### src/rtl/blink_driver.sv
// blink_driver
//   Turns a one-cycle request into a timed pattern of N blinks on one
//   indicator line. Each blink is ON_CYCLES high and then OFF_CYCLES low. The
//   last blink also gets its trailing off gap. All outputs are registered, so
//   downstream loads never see glitches or runt pulses.
//
// Ports
//   i_clk       system clock
//   i_rst       synchronous reset, active high
//   i_start     one-cycle request, sampled only while idle
//   i_n_blinks  number of blinks to emit, latched together with i_start
//   i_cancel    abort the running pattern (no done pulse)
//   o_out       indicator drive
//   o_busy      high while a pattern runs, including the trailing off gap
//   o_done      one-cycle pulse on normal completion
module blink_driver #(
  parameter int unsigned ON_CYCLES  = 6000000,
  parameter int unsigned OFF_CYCLES = 6000000,
  parameter int unsigned CNT_W      = 23,
  parameter int unsigned N_W        = 4
) (
  input  logic           i_clk,
  input  logic           i_rst,
  input  logic           i_start,
  input  logic [N_W-1:0] i_n_blinks,
  input  logic           i_cancel,
  output logic           o_out,
  output logic           o_busy,
  output logic           o_done
);

  typedef enum logic [1:0] {StIdle, StOn, StOff} state_t;

  localparam logic [CNT_W-1:0] OnLast  = CNT_W'(ON_CYCLES - 1);
  localparam logic [CNT_W-1:0] OffLast = CNT_W'(OFF_CYCLES - 1);

  state_t           r_state, w_state_d;
  logic [CNT_W-1:0] r_cnt, w_cnt_d;
  logic [N_W-1:0]   r_rem, w_rem_d;
  logic             r_out, w_out_d;
  logic             r_busy, w_busy_d;
  logic             r_done, w_done_d;

  always_ff @(posedge i_clk) begin
    if (i_rst) begin
      r_state <= StIdle;
      r_cnt   <= '0;
      r_rem   <= '0;
      r_out   <= 1'b0;
      r_busy  <= 1'b0;
      r_done  <= 1'b0;
    end else begin
      r_state <= w_state_d;
      r_cnt   <= w_cnt_d;
      r_rem   <= w_rem_d;
      r_out   <= w_out_d;
      r_busy  <= w_busy_d;
      r_done  <= w_done_d;
    end
  end

  always_comb begin
    w_state_d = r_state;
    w_cnt_d   = r_cnt;
    w_rem_d   = r_rem;
    w_out_d   = r_out;
    w_busy_d  = r_busy;
    w_done_d  = 1'b0;

    unique case (r_state)
      StIdle: begin
        // Cancel in idle wins over a simultaneous start: the start is dropped.
        if (i_start && !i_cancel) begin
          if (i_n_blinks != '0) begin
            w_state_d = StOn;
            w_cnt_d   = '0;
            w_rem_d   = i_n_blinks;
            w_out_d   = 1'b1;
            w_busy_d  = 1'b1;
          end else begin
            w_done_d = 1'b1;
          end
        end
      end

      StOn: begin
        if (i_cancel) begin
          w_state_d = StIdle;
          w_cnt_d   = '0;
          w_rem_d   = '0;
          w_out_d   = 1'b0;
          w_busy_d  = 1'b0;
        end else if (r_cnt == OnLast) begin
          w_state_d = StOff;
          w_cnt_d   = '0;
          w_rem_d   = r_rem - 1'b1;
          w_out_d   = 1'b0;
        end else begin
          w_cnt_d = r_cnt + 1'b1;
        end
      end

      StOff: begin
        if (i_cancel) begin
          w_state_d = StIdle;
          w_cnt_d   = '0;
          w_rem_d   = '0;
          w_out_d   = 1'b0;
          w_busy_d  = 1'b0;
        end else if (r_cnt == OffLast) begin
          w_cnt_d = '0;
          if (r_rem != '0) begin
            w_state_d = StOn;
            w_out_d   = 1'b1;
          end else begin
            // busy falls and done rises on the same edge.
            w_state_d = StIdle;
            w_busy_d  = 1'b0;
            w_done_d  = 1'b1;
          end
        end else begin
          w_cnt_d = r_cnt + 1'b1;
        end
      end

      default: begin
        w_state_d = StIdle;
        w_cnt_d   = '0;
        w_rem_d   = '0;
        w_out_d   = 1'b0;
        w_busy_d  = 1'b0;
      end
    endcase
  end

  assign o_out  = r_out;
  assign o_busy = r_busy;
  assign o_done = r_done;

endmodule

### config.mk
export PLATFORM = sky130hd
export DESIGN_NAME = blink_driver
export DESIGN_NICKNAME = d
export VERILOG_FILES = /design/src/rtl/blink_driver.sv
export SDC_FILE = /design/constraint.sdc
export NUM_CORES = 1
export LEC_CHECK = 0
export CORE_UTILIZATION = 58
export DETAILED_ROUTE_END_ITERATION = 6
export PLACE_DENSITY = 0.78
export SYNTH_ARGS = -nofsm -noshare
export SYNTH_HDL_FRONTEND = slang
export SYNTH_SLANG_ARGS = --single-unit
### constraint.sdc
create_clock -name i_clk -period 3.4 [get_ports i_clk]
set_input_delay 0.68 -clock i_clk [delete_from_list [all_inputs] [get_ports i_clk]]
set_output_delay 0.68 -clock i_clk [all_outputs]
set_load 0.02 [all_outputs]
==> flow_metrics.py, run 1 <==
metrics = {
    "run_status": {
        "outcome": "complete, but fails checks",
        "violations": "DRC",
    },
    "setup_path": {
        "rrSetupSlack_ns": 0.45,
        "crit_path_top_delay_cell": "a21o_1",
        "path_max_fanout": 23,
        "cp.required_ns": 3.66,
        "cp-start-kind": "flop",
        "rr_startpoint": "r_cnt[7]",
        "r2r_cells": 5,
        "end_kind": "flop",
        "slowest_delay_ns": 0.65,
        "r2r_end": "r_cnt[12]",
        "arrival_ns": 3.20,
        "crit_chain": "or4b_1 > or4_1 > o311ai_0 > a21o_1 > o21ba_2",
        "critPathKind": "reg -> reg",
    },
    "synth": {
        "synthFlopType": "dfxtp_1",
        "synth.avg_cell_area_um2": 8.37,
        "syn_nets": 225,
        "yosysWarningCount": 0,
        "ys_seq_area_share_pct": 36.5,
        "syn_inst": 210,
        "ys_ff_latch": 32,
        "async_flop_share_pct": 0,
        "synth_edf_count": 0,
        "ys_types": 48,
        "netlist_area_um2": 1760,
    },
    "clock_network": {
        "cts_hold_buf": 0,
        "htree_num_levels": 2,
        "cts.path.max_buffers": 2,
        "clk_pin_slew_ns": 0.10,
        "cts_tree": "done",
        "clock_sinks": 32,
        "post_cts_buffers": 0,
        "numCtsBuffers": 5,
        "post_cts_resized": 0,
        "worstSkewPairLatency_ns": 0.36,
        "cts_root_buf": "clkbuf_4",
    },
    "floorplanning": {
        "ios": 11,
        "die_x_um": 57.0,
        "die_h_um": 57.0,
        "start_util_pct": 62.6,
        "rows": 19,
        "core_region_area_um2": 2810,
        "die-area_um2": 3250,
    },
    "routing": {
        "drtPass1Iterations": 6,
        "vias": 1578,
        "antenna_left": 0,
        "drc_errors": 3,
        "vias_per_cell": 6.21,
        "drtIter0Drc": 77,
        "wl_um": 3970,
        "wl_per_cell_um": 15.6,
    },
    "timing": {
        "max_freq_mhz": 339,
        "rsz0062_at_grt": "no",
        "setup_viol": 0,
        "maxSlewHeadroom_pct": 42.9,
        "skew_ns": 0.0140,
        "tns_ns": 0,
        "period_minus_slack_ns": 2.95,
        "fin_crit_sh_pct": 86.7,
        "worstMarginPinSlew_ns": 0.835,
        "hold_violations": 0,
        "slew_violations": 0,
    },
    "pwr": {
        "p_total_uw": 934,
        "powerDensity_nw_per_um2": 479,
        "comb_power_share_pct": 23.6,
        "pwr-share-seq_pct": 44.6,
        "leakage_nw": 0.683,
        "p_clk_share_pct": 31.8,
        "p_sw_uw": 295,
        "vdd_drop_max_mv": 0.283,
        "internal_power_uw": 639,
        "netSwitchingFraction_pct": 31.6,
    },
    "placement": {
        "place_congestion": 0.830,
        "place.port_buffers": 10,
        "dpl_cell_area_um2": 1870,
        "dp_hpwl_um": 2870,
    },
    "cells_and_area": {
        "fill_cells": 231,
        "n_antenna_cell": 0,
        "final_layout_size_suffix_gt1_share_pct": 8.07,
        "area_delta_synth_final_pct": 11.0,
        "nets": 237,
        "fin_area_um2": 1950,
    },
    "grt": {
        "grt_usage_pct": 27.6,
        "grt_max_degree": 24,
        "grt-ovfl-total": 0,
        "grt_pass1_wl_um": 6930,
        "grt_antenna_before_repair": 0,
        "grt_pass1_vias": 1538,
    },
    "worst_hold_path": {
        "hp-start": "o_out",
        "hold_depth": 1,
        "min_to": "o_out",
        "hold_class": "reg -> reg",
    },
    "run": {
        "max_cap_violations": 0,
    },
}
-- state kept, by name, indices dropped and copies added, names as in the netlist --
register  cells
o_done        1
r_rem         4
o_busy        1
o_out         1
r_cnt        23
r_state       2
-- cell families (layout without fill, tap and decap cells) --
group	count (synthesis)	count (layout)	synth area share [%]
AOI/OAI and AO/OA	43	43	17.4
xor gates and xnor gates	18	18	8.97
adders and majority gates	7	7	4.99
buffers and inverters	15	28	3.99
DFF	32	32	36.5
and+or+nand+nor	95	95	28.2
-- cell usage after synthesis, types with 3 or more instances --
library cell / n / share of area, %
ha_1: 7 / 5.0
a21oi_1: 12 / 3.4
xnor2_1: 5 / 2.5
nand4_1: 13 / 4.6
nor2_1: 26 / 5.6
inv_1: 8 / 1.7
a21o_1: 3 / 1.3
nand3_1: 3 / 0.85
xor2_1: 13 / 6.5
and3_1: 3 / 1.1
dfxtp_1: 32 / 36
o21ai_0: 3 / 0.85
nand2_1: 18 / 3.8
a211oi_1: 4 / 1.7
nand2b_1: 4 / 1.4
buf_2: 3 / 0.85
or3_1: 3 / 1.1
or4_1: 3 / 1.3
nor3_1: 7 / 2.0
-- per-layer routing --
layer	part of all wire, %	global-route usage, %
met4	1.6	13.9
met2	46	41.8
met5	0	0
met3	6.1	5.22
met1	46	37.6
-- worst max-delay path, delay by kind of cell, from the launching register on --
kind	cells	cell delay (ns)
compound gates	3	1.39
simple gates	2	1.09
flops	1	0.37
-- stage by stage --
| stage | std cells | worst slack, ns | utilization, % | hold WS (ns) |
|---|---|---|---|---|
| 4_1_cts | 254 | 0.464 | 69.5 | 0.482 |
| 6_report | 254 | 0.454 | 69.5 | 0.481 |
| 3_3_place_gp | 246 | 0.521 | 66.7 | 0.447 |
| 5_1_grt | 254 | 0.238 | 69.5 | 0.515 |
| 2_1_floorplan | 210 | 0.899 | - | 0.454 |
| 3_5_place_dp | 246 | 0.483 | 66.7 | 0.456 |
-- worst max-delay path by stage --
stage	from	endpoint	cells after the start
after floorplan	i_n_blinks[0]	r_rem[3]	5
after global placement	i_n_blinks[0]	r_cnt[12]	5
after detailed placement	i_n_blinks[0]	r_cnt[12]	5
after CTS	r_cnt[7]	r_cnt[12]	5
after global routing	r_cnt[7]	r_cnt[12]	5
final	r_cnt[7]	r_cnt[12]	5
-- power by group through the flow --
stage          logic, mW  clock network (mW)  registers, mW
2_1_floorplan      0.149                   0          0.427
3_3_place_gp       0.208                   0          0.423
3_5_place_dp       0.214                   0          0.425
4_1_cts            0.217               0.300          0.416
5_1_grt            0.246               0.315          0.420
6_report           0.220               0.297          0.416
-- cell type report --
class / count / area (um2) / area share [%]
clock buffer: 5 / 37.5 / 1.92
clock inverter: 3 / 42.5 / 2.18
inverter: 8 / 30.0 / 1.54
multi-input combinational: 163 / 1050 / 53.6
sequential: 32 / 641 / 32.8
tap: 31 / 38.8 / 1.99
timing repair buffer: 12 / 115 / 5.90
-- placed cells by master, fill, tap and decap left out, types with 2 or more instances in the layout --
master / instances
o21a_1: 2
nor2b_1: 2
a211oi_1: 4
nand2b_1: 4
xnor2_1: 5
xor2_1: 13
nor3_1: 7
or3_1: 3
nor2_1: 26
a311oi_1: 2
or4_1: 3
dfxtp_1: 32
nor4_1: 2
nand3_1: 3
a31oi_1: 2
a21o_1: 3
ha_1: 7
clkbuf_4: 5
a21oi_1: 12
o31ai_1: 2
a31o_2: 2
and3_1: 3
o21ai_0: 3
nand4b_1: 2
clkdlybuf4s50_1: 10
and2_1: 2
buf_4: 2
nand2_1: 18
inv_1: 8
o32ai_1: 2
nand4_1: 13
Note: power is estimated with default switching activity, not from simulation.
==> run 2, diff against run 1 <==
--- a/config.mk
+++ b/config.mk
@@ -5,9 +5,9 @@
 export SDC_FILE = /design/constraint.sdc
 export NUM_CORES = 1
 export LEC_CHECK = 0
-export CORE_UTILIZATION = 58
+export CORE_UTILIZATION = 45
 export DETAILED_ROUTE_END_ITERATION = 6
-export PLACE_DENSITY = 0.78
+export GPL_ROUTABILITY_DRIVEN = 0
 export SYNTH_ARGS = -nofsm -noshare
 export SYNTH_HDL_FRONTEND = slang
 export SYNTH_SLANG_ARGS = --single-unit
==> constraint.sdc (replaced) <==
create_clock -name i_clk -period 3.27 [get_ports i_clk]
set_input_delay 0.654 -clock i_clk [delete_from_list [all_inputs] [get_ports i_clk]]
set_output_delay 0.654 -clock i_clk [all_outputs]
set_load 0.02 [all_outputs]
==> flow_metrics.py, run 2 (synthesized netlist as in run 1, its figures left out) <==
metrics = {
    "floorplanning": {
        "start_util_pct": 47.3,
        "core_region_area_um2": 3720,
        "ios": 11,
        "die_x_um": 64.5,
        "die-area_um2": 4160,
        "rows": 22,
        "die_h_um": 64.5,
    },
    "pwr": {
        "vdd_drop_max_mv": 0.276,
        "powerDensity_nw_per_um2": 517,
        "leakage_nw": 0.707,
        "p_total_mw": 1.04,
    },
    "clock_network": {
        "worstSkewPairLatency_ns": 0.28,
        "clock_sinks": 32,
        "numCtsBuffers": 5,
        "htree_num_levels": 2,
        "cts.path.max_buffers": 2,
        "cts_root_buf": "clkbuf_8",
        "cts_tree": "done",
        "clk_pin_slew_ns": 0.07,
        "post_cts_resized": 0,
        "cts_hold_buf": 0,
        "post_cts_buffers": 0,
    },
    "setup_path": {
        "arrival_ns": 3.15,
        "path_max_fanout": 23,
        "crit_start": "r_cnt[7]",
        "cp.required_ns": 3.45,
        "crit_path_top_delay_cell": "a21o_1",
        "rr_startpoint": "r_cnt[7]",
        "cp-start-kind": "flop",
        "crit_chain": "or4b_1 > or4_1 > o311ai_0 > a21o_1 > o21ba_2",
        "cp_num_buf_inv": 0,
        "slowest_delay_ns": 0.66,
        "critPathTopFamily": "compound AO/OA/AOI/OAI gates",
        "critPathKind": "reg -> reg",
        "r2r_cells": 5,
        "r2r_end": "r_cnt[12]",
        "end_kind": "flop",
        "rrSetupSlack_ns": 0.30,
    },
    "routing": {
        "antenna_left": 0,
        "drtPass1Iterations": 4,
        "wl_um": 4130,
        "drtIter0Drc": 62,
        "vias_per_cell": 5.77,
        "drc_errors": 0,
        "wl_per_cell_um": 15.1,
        "vias": 1576,
    },
    "timing": {
        "skew_ns": 0.00609,
        "slew_violations": 0,
        "max_freq_mhz": 337,
        "setup_viol": 0,
        "fin_crit_sh_pct": 90.8,
        "rsz0062_at_grt": "no",
        "worstMarginPinSlew_ns": 0.811,
        "tns_ns": 0,
        "period_minus_slack_ns": 2.97,
        "hold_violations": 0,
        "maxSlewHeadroom_pct": 44.5,
    },
    "placement": {
        "place.port_buffers": 10,
        "dp_hpwl_um": 3030,
    },
    "cells_and_area": {
        "mostFrequentLayoutCells": "32 x dfxtp_1, 26 x nor2_1, 18 x nand2_1, 13 x nand4_1, 13 x xor2_1",
        "final_layout_size_suffix_gt1_share_pct": 8.44,
        "final_common_cell": "dfxtp_1",
        "reg_top3": "r_cnt (23), r_rem (4), r_state (2)",
        "n_antenna_cell": 0,
        "area_delta_synth_final_pct": 14.7,
        "nets": 239,
        "largest_register": "r_cnt",
        "largest_reg_flops": 23,
    },
    "run": {
        "max_cap_violations": 0,
    },
    "grt": {
        "grt_pass1_vias": 1525,
        "grt_antenna_before_repair": 0,
        "grt-ovfl-total": 0,
        "grt_usage_pct": 22.0,
        "grt_pass1_wl_um": 6930,
        "grt_max_degree": 24,
    },
    "worst_hold_path": {
        "hold_class": "reg -> reg",
        "hold_depth": 1,
        "hp-start": "o_out",
        "min_to": "o_out",
    },
    "run_status": {
        "outcome": "finished clean",
    },
}
[run 2: cell count changes in the layout (fill, tap and decap cells not counted), sizes merged]
cell      delta
clkinvlp     -1
clkbuf       +1
buf          +2
[run 2: worst max path at each step]
stage	to	slack, ns	cells past startpoint
final	r_cnt[12]	0.30	5
after CTS	r_cnt[12]	0.27	5
after detailed placement	r_cnt[12]	0.31	5
after global placement	r_cnt[12]	0.44	5
after floorplan	r_rem[3]	0.79	5
after global routing	r_cnt[12]	0.16	5
[run 2: layer usage]
metal / vias to the layer above / global-route usage (%) / share of wire, %
met1: 733 / 26.8 / 46
met3: 14 / 5.81 / 4.1
met5: - / 0 / 0
met4: 0 / 11.7 / 3.6
met2: 41 / 35.3 / 46
li1: 788 / - / -
[run 2: cell type report]
class	count	area [um2]
well taps	48	60.1
repair buffers	14	130
clock buffers	6	72.6
multi-input cells	163	1050
clock inverters	2	35.0
inverters	8	30.0
fillers	349	1700
flip-flops and latches	32	641
[run 2: metrics by stage]
stage,area (um2),setup WS (ns),hold WS [ns],util (%),cells
2_1_floorplan,1760,0.795,0.454,-,210
3_3_place_gp,1910,0.440,0.450,51.3,265
3_5_place_dp,1910,0.306,0.459,51.3,265
4_1_cts,2010,0.271,0.471,54.2,273
5_1_grt,2010,0.163,0.477,54.2,273
6_report,2010,0.300,0.464,54.2,273
[run 2: worst register-to-register path, cell delays in order (launching register included)]
cell and delay [ns]:
dfxtp_1 0.37, or4b_1 0.51, or4_1 0.59, o311ai_0 0.50
a21o_1 0.66, o21ba_2 0.25
[run 2: report_power, final]
part | internal, mW | total [mW] | switching [mW]
combinational | 0.0943 | 0.240 | 0.145
sequential | 0.413 | 0.434 | 0.0206
clock | 0.226 | 0.369 | 0.143
